--- src/rtl/uart_receiver.sv ---
// 8N1 UART receive path: synchronises UART_RX, frames start/data/stop on a 16x tick, holds each byte until acknowledged.
// Build option: define UART_RX_MAJORITY_EN for 2-of-3 majority voting on every bit decision.
module uart_receiver #(
  parameter int OVERSAMPLE  = 16,
  parameter int SYNC_STAGES = 2
) (
  input  logic       sysclk,
  input  logic       reset,
  input  logic       baud16_tick,
  input  logic       UART_RX,
  input  logic       RX_ACK,
  output logic [7:0] RX_DATA,
  output logic       RX_STATUS,
  output logic       RX_FERR,
  output logic       RX_OVERRUN
);

  localparam int CNT_W = $clog2(OVERSAMPLE);
  localparam logic [CNT_W-1:0] CENTRE_CNT = CNT_W'(OVERSAMPLE / 2 - 1);
  localparam logic [CNT_W-1:0] LAST_CNT   = CNT_W'(OVERSAMPLE - 1);
`ifdef UART_RX_MAJORITY_EN
  localparam logic [CNT_W-1:0] EARLY_CNT  = CNT_W'(OVERSAMPLE / 2 - 2);
  localparam logic [CNT_W-1:0] LATE_CNT   = CNT_W'(OVERSAMPLE / 2);
`endif

  localparam logic [2:0] ST_IDLE  = 3'd0;
  localparam logic [2:0] ST_START = 3'd1;
  localparam logic [2:0] ST_DATA  = 3'd2;
  localparam logic [2:0] ST_STOP  = 3'd3;
  localparam logic [2:0] ST_BREAK = 3'd4;

  logic [SYNC_STAGES-1:0] sync_reg;
  logic                   rx_s;
  logic                   rx_prev_reg;
  logic                   fall_edge;

  logic [2:0]       state_reg, state_next;
  logic [CNT_W-1:0] tick_cnt_reg, tick_cnt_next, tick_cnt_inc;
  logic [2:0]       bit_idx_reg, bit_idx_next;
  logic [7:0]       shift_reg, shift_next;

  logic [7:0] data_reg;
  logic       status_reg;
  logic       ferr_reg;
  logic       overrun_reg;

  logic start_pt;
  logic bit_pt;
  logic bit_val;
  logic deliver;
  logic ferr_set;

  // Synchroniser flops reset to the idle (high) line level so reset never fakes a start edge.
  always_ff @(posedge sysclk) begin
    if (reset) begin
      sync_reg    <= '1;
      rx_prev_reg <= 1'b1;
    end else begin
      sync_reg    <= {sync_reg[SYNC_STAGES-2:0], UART_RX};
      rx_prev_reg <= rx_s;
    end
  end

  assign rx_s         = sync_reg[SYNC_STAGES-1];
  assign fall_edge    = rx_prev_reg & ~rx_s;
  assign tick_cnt_inc = (tick_cnt_reg == LAST_CNT) ? '0 : tick_cnt_reg + 1'b1;

`ifdef UART_RX_MAJORITY_EN
  // Votes at centre-1 and centre are held; the centre+1 sample completes the 2-of-3 decision.
  logic [1:0] vote_reg;
  logic       in_frame;

  assign in_frame = (state_reg == ST_START) || (state_reg == ST_DATA) || (state_reg == ST_STOP);

  always_ff @(posedge sysclk) begin
    if (reset) begin
      vote_reg <= '0;
    end else if (baud16_tick && in_frame) begin
      if (tick_cnt_reg == EARLY_CNT)  vote_reg[1] <= rx_s;
      if (tick_cnt_reg == CENTRE_CNT) vote_reg[0] <= rx_s;
    end
  end

  assign start_pt = baud16_tick && (tick_cnt_reg == LATE_CNT);
  assign bit_pt   = baud16_tick && (tick_cnt_reg == LATE_CNT);
  assign bit_val  = (vote_reg[1] & vote_reg[0]) | (vote_reg[1] & rx_s) | (vote_reg[0] & rx_s);
`else
  assign start_pt = baud16_tick && (tick_cnt_reg == CENTRE_CNT);
  assign bit_pt   = baud16_tick && (tick_cnt_reg == LAST_CNT);
  assign bit_val  = rx_s;
`endif

  always_comb begin
    state_next    = state_reg;
    tick_cnt_next = tick_cnt_reg;
    bit_idx_next  = bit_idx_reg;
    shift_next    = shift_reg;
    deliver       = 1'b0;
    ferr_set      = 1'b0;
    case (state_reg)
      ST_IDLE: begin
        if (fall_edge) begin
          tick_cnt_next = '0;
          state_next    = ST_START;
        end
      end
      ST_START: begin
        if (baud16_tick) begin
          tick_cnt_next = tick_cnt_inc;
          if (start_pt) begin
            if (!bit_val) begin
              bit_idx_next = 3'd0;
              state_next   = ST_DATA;
`ifndef UART_RX_MAJORITY_EN
              tick_cnt_next = '0;
`endif
            end else begin
              state_next = ST_IDLE;
            end
          end
        end
      end
      ST_DATA: begin
        if (baud16_tick) begin
          tick_cnt_next = tick_cnt_inc;
          if (bit_pt) begin
            shift_next[bit_idx_reg] = bit_val;
            bit_idx_next            = bit_idx_reg + 3'd1;
            if (bit_idx_reg == 3'd7) state_next = ST_STOP;
          end
        end
      end
      ST_STOP: begin
        if (baud16_tick) begin
          tick_cnt_next = tick_cnt_inc;
          if (bit_pt) begin
            if (bit_val) begin
              deliver    = 1'b1;
              state_next = ST_IDLE;
            end else begin
              ferr_set   = 1'b1;
              state_next = ST_BREAK;
            end
          end
        end
      end
      // A held-low line must return high before another start edge can be armed.
      ST_BREAK: begin
        if (rx_s) state_next = ST_IDLE;
      end
      default: state_next = ST_IDLE;
    endcase
  end

  always_ff @(posedge sysclk) begin
    if (reset) begin
      state_reg    <= ST_IDLE;
      tick_cnt_reg <= '0;
      bit_idx_reg  <= 3'd0;
      shift_reg    <= 8'h00;
    end else begin
      state_reg    <= state_next;
      tick_cnt_reg <= tick_cnt_next;
      bit_idx_reg  <= bit_idx_next;
      shift_reg    <= shift_next;
    end
  end

  // A delivery takes priority over an acknowledge landing on the same cycle.
  always_ff @(posedge sysclk) begin
    if (reset) begin
      data_reg    <= 8'h00;
      status_reg  <= 1'b0;
      ferr_reg    <= 1'b0;
      overrun_reg <= 1'b0;
    end else begin
      ferr_reg <= ferr_set;
      if (deliver) begin
        data_reg   <= shift_reg;
        status_reg <= 1'b1;
        if (status_reg && !RX_ACK) overrun_reg <= 1'b1;
      end else if (RX_ACK) begin
        status_reg <= 1'b0;
      end
    end
  end

  assign RX_DATA    = data_reg;
  assign RX_STATUS  = status_reg;
  assign RX_FERR    = ferr_reg;
  assign RX_OVERRUN = overrun_reg;

endmodule

--- config.mk ---
export PLATFORM = sky130hd
export DESIGN_NAME = uart_receiver
export DESIGN_NICKNAME = d
export VERILOG_FILES = /design/src/rtl/uart_receiver.sv
export SDC_FILE = /design/constraint.sdc
export NUM_CORES = 1
export LEC_CHECK = 0
export BUFFER_PORTS_ARGS = -buffer_cell sky130_fd_sc_hd__buf_4
export CAP_MARGIN = 20
export CORE_ASPECT_RATIO = 0.75
export CORE_MARGIN = 4
export CORE_UTILIZATION = 51
export CTS_CLUSTER_SIZE = 16
export DETAILED_ROUTE_END_ITERATION = 10
export PLACE_DENSITY = 0.75
export SYNTH_ARGS = -nofsm -noshare
export SYNTH_HDL_FRONTEND = slang
export SYNTH_SLANG_ARGS = --single-unit
--- constraint.sdc ---
create_clock -name sysclk -period 1.48 [get_ports sysclk]
set_input_delay 0 -clock sysclk [delete_from_list [all_inputs] [get_ports sysclk]]
set_output_delay 0 -clock sysclk [all_outputs]
set_load 0.005 [all_outputs]
### Yosys cells after proc, flatten, opt, wreduce, memory -nomap -nowiden

Cells that the tools add are included.

* flip-flop bits (word level): 32
* bits of input ports: 5

* multiplexer cells: 35
* $add $sub $neg: 2
* equal/unequal tests: 18
* reductions and logical operators: 16
* order comparisons: 2
* bitwise gates (word level): 5

Operators by type and width (number)
* $mux W3: 15
* $mux W4: 6
* $ne A2 B2 Y1 const B: 10
* $pmux W3 S5: 1
* $pmux W4 S3: 1
* $reduce_and A9 Y1: 1
* $bwmux W8: 1
* $mux W1: 8
* $eq A3 B2 Y1 const B: 2
* $eq A3 B3 Y1 const B: 2
* $pmux W3 S2: 1
* $reduce_and A6 Y1: 1
* $add A4 B1 Y4 const B: 1
* $eq A4 B3 Y1 const B: 1
* $eq A4 B4 Y1 const B: 1
* $logic_and A1 B1 Y1: 4
* $lt A3 B4 Y1 const B: 1
* $not A1 Y1: 4
* $reduce_and A4 Y1: 1
* $reduce_bool A2 Y1: 2
* $reduce_or A4 Y1: 1
* $add A3 B1 Y3 const B: 1
* $demux W1 S3: 1
* $eq A3 B1 Y1 const B: 1
* other kinds (10): 10

### Longest topological paths before layout

* word-level depth: 6
* depth in mapped cells: 6

### Worst setup path before layout

Ideal clock, no wire load.

* kind: register to register
* start: reg tick_cnt_reg[0]
* end: reg state_reg[0]
* setup slack: -0.149 ns
* path buffers: 0
* cell stages (with the launch flop): 6
* setup time: 0.117 ns
* arrival: 1.512 ns
* cell sequence: dfxtp_1 ha_1 nand4b_1 and3_1 or3_1 a32o_1

* longest elaborated chain between the ends: 4

RTL lines
* start: declaration: RTL line 38 `logic [CNT_W-1:0] tick_cnt_reg, tick_cnt_next, tick_cnt_inc;`
* start signal: assignment: RTL line 163 `tick_cnt_reg <= tick_cnt_next;`
* $eq A4 B4 Y1 or $eq A4 B3 Y1 (tied branches): RTL line 89, 88
* $logic_and A1 B1 Y1 (on tied branches): RTL line 89, 88
* $ne A2 B2 Y1 (no source line)
* $reduce_and A9 Y1 (no source line) *
* end signal: assignment: RTL line 162 `state_reg <= state_next;`
* end: declaration: RTL line 37 `logic [2:0] state_reg, state_next;`

Every way passes the cells marked *; elsewhere a longest branch is shown, timed or not.
A chain may end at the register's enable or synchronous reset.

### Worst setup path in the final report

* start: reg state_reg[1]
* end: reg state_reg[0]

* longest elaborated chain between the ends: 3

RTL lines
* $eq A3 B2 Y1 (tied with other cells): RTL line 100 `case (state_reg)`
* $ne A2 B2 Y1 (no source line)
* $reduce_and A9 Y1 (no source line)

Several ways; a longest one is shown, not always the timed one.

==> reports/summary.txt <==
Outcome - complete, but fails checks
Failing checks - negative setup slack
Synth unique cells - 41
Clock slew at reported path FFs - 70 ps
Post-layout util - 75.5%
Final setup fails - 14
Antenna cells - 0
I/O Pins - 16
1st-pass router iterations - 4
Leak - 0.868 nW
Syn. warnings - 0
Tightest Hold Check Type - in -> reg
Startpoint Class - flop
Pint - 0.00142 W
Synth-to-layout area growth - 37.0%
Fillers - 183
Vias in the first global route - 1273
Sw power - 0.000509 W
Worst slew margin - 71.4%
Commonest non-fill, non-tap cell in the layout - buf_4
Max Fclk - 652 MHz
Largest fanout on the critical path - 6
Max VDD drop - 0.000667 V
Largest stage delay on the critical path - 370 ps
Die X - 70.2 um
Post-synthesis register bit count - 32
Power, Total - 0.00193 W
Hold Vio Cnt, Final - 0
DP HPWL - 2.46 mm
Maxcap violations - 0
Final min period - 1530 ps
First-pass GRT wire length - 5.82 mm
Placed Cells - 223
CTS root buffer - clkbuf_8
Clock Latency Late Sink - 280 ps
Largest net degree at the start of global routing - 33
Final Non-Filler Cells - 243
Avg Cell Area, Syn - 9.35 sq um
Initial antenna violation count - 0
Arrival time at the worst endpoint - 1700 ps
Skew final - 4.61 ps
Cell family with most CP delay - simple AND/OR/NAND/NOR gates
Row count - 16
DRC viols - 0
Worst Tran Pin Value - 428 ps
Most frequent cells in the layout - buf_4, dfxtp_1, nor2_1
Setup ws final - -53.8 ps
Port Buffer Count - 15
Post-DR wirelength/cell - 15.2 um
Nets - 214
Share of layout cells above drive strength 1 - 37.2%
Setup crit end kind - flop
Logic pwr share - 17.6%
ANT nets after route - 0
Post-synthesis sequential area ratio - 43.4%
Unrepaired setup endpoints after global routing - yes
CP required - 1650 ps
Leading area contributor after synthesis - dfxtp_1
Yosys top cell area share - 43.4%
CP cell instances - buf_4, nand2b_1, o22ai_1, or3_1, a32o_1
Post-synth ARST share - 0%
Grt ovf - 0
GPL Wtd Cong - 0.848
Synth Cell Area - 1480 sq um
Area contributors post-synth - dfxtp_1, mux2i_1, nor2_1
Setup_tns - -439 ps
Starting Density - 55.1%
Clk pwr share - 36.2%
Die footprint - 3830 sq um
Power per standard cell area - 953 nW/um^2
WP buf/inv - 1
Htree depth - 2
DRT Wirelength - 3.71 mm
Slew Limit Fails - 0
Switching Share - 26.4%
DR vias - 1387
Slowest-stage cell, CP - or3_1
Die Y - 54.6 um
DP Worst Slack - -67.4 ps
Max Root-Sink Buffers - 2
Core area - 2680 sq um
Syn_nets - 166
Synth Instances - 158
Via/cell ratio - 5.71
Clk sinks - 32
R2r setup slk - -50 ps
Num CTS Buffers - 5
CTS tree - done
Initial detailed-routing violation count - 106
Period utilization - 104%
Main synth FF type - dfxtp_1
EDFF count, synth - 0
Sequential Power Share - 46.2%
All-layer global routing usage - 20.1%
CP Class - reg -> reg
[layout make-up]
type	instances	area, sq um	share of cell area [%]
Multi-Input combinational cell	113	843	41.7
Sequential cell	32	646	31.9
Timing Repair Buffer	51	387	19.1
Clock buffer	6	82.6	4.08
Tap cell	36	45.0	2.22
Inverter	3	11.3	0.556
Clock inverter	2	10.0	0.494
[worst reg2reg max path, delay by kind of cell, from the launching register on]
| kind | cells | cell delay, ps |
|---|---|---|
| AO/OA/AOI/OAI | 2 | 340 |
| buffers and inverters | 1 | 160 |
| flip-flops | 1 | 350 |
| AND/OR/NAND/NOR | 2 | 590 |
[cells by family after synthesis]
| group | count (synthesis) | synth area share (%) |
|---|---|---|
| AND/OR/NAND/NOR | 68 | 25.3 |
| flip-flops | 32 | 43.4 |
| AO/OA/AOI/OAI | 26 | 13.9 |
| multiplexers | 16 | 10.8 |
| buffers and inverters | 13 | 4.06 |
| adder cells (fa/ha/maj) | 3 | 2.54 |
[per-stage QoR]
step	hold slack, ps	cell area (sq um)
after floorplan	97.1	1490
after global placement	183	1780
after detailed placement	193	1780
after CTS	49.8	1950
after global routing	75.2	2020
final	53.7	2020
[repair_timing]
action / 4_1_cts / 5_1_grt
buffers inserted: 6 / 5
hold endpoints to repair: 1 / 0
cloned: 1 / 0
endpoints found under the setup margin: 15 / 24
hold buffers: 1 / 0
pin swaps: 5 / 6
resized for setup: 7 / 10
[final timing paths]
path             endpoint  depth (start not counted)    startpoint
max          state_reg[0]                          5  state_reg[1]
min            RX_OVERRUN                          4        RX_ACK
max reg2reg  state_reg[0]                          5  state_reg[1]
min reg2reg   sync_reg[1]                          1   sync_reg[0]
[Yosys cell counts (3+ instances only)]
cell type,count
buf_2,6
mux2i_1,16
dfxtp_1,32
a31oi_1,3
a22o_1,6
or2_1,3
nor2b_1,6
nand3_1,8
nor2_1,26
nor3_1,3
ha_1,3
nand2_1,4
clkbuf_1,3
nand4_1,4
a21oi_1,3
inv_1,3
[routing by layer]
layer  GRT usage, %  routed length (um)  up-vias
li1               -                   -      671
met4           7.96                  30        0
met5              0                   0        -
met1           24.1                1710      653
met3           6.42                 277        4
met2           34.6                1690       59
[power groups by stage]
stage / sequential (W) / combinational [W] / clock [W]
after detailed placement: 0.000909 / 0.000245 / 0
after floorplan: 0.000904 / 0.000156 / 0
after global placement: 0.000908 / 0.000237 / 0
after global routing: 0.000892 / 0.000367 / 0.000746
after CTS: 0.000890 / 0.000266 / 0.000702
final: 0.000892 / 0.000340 / 0.000698
Note: power is estimated with default switching activity, not from simulation.
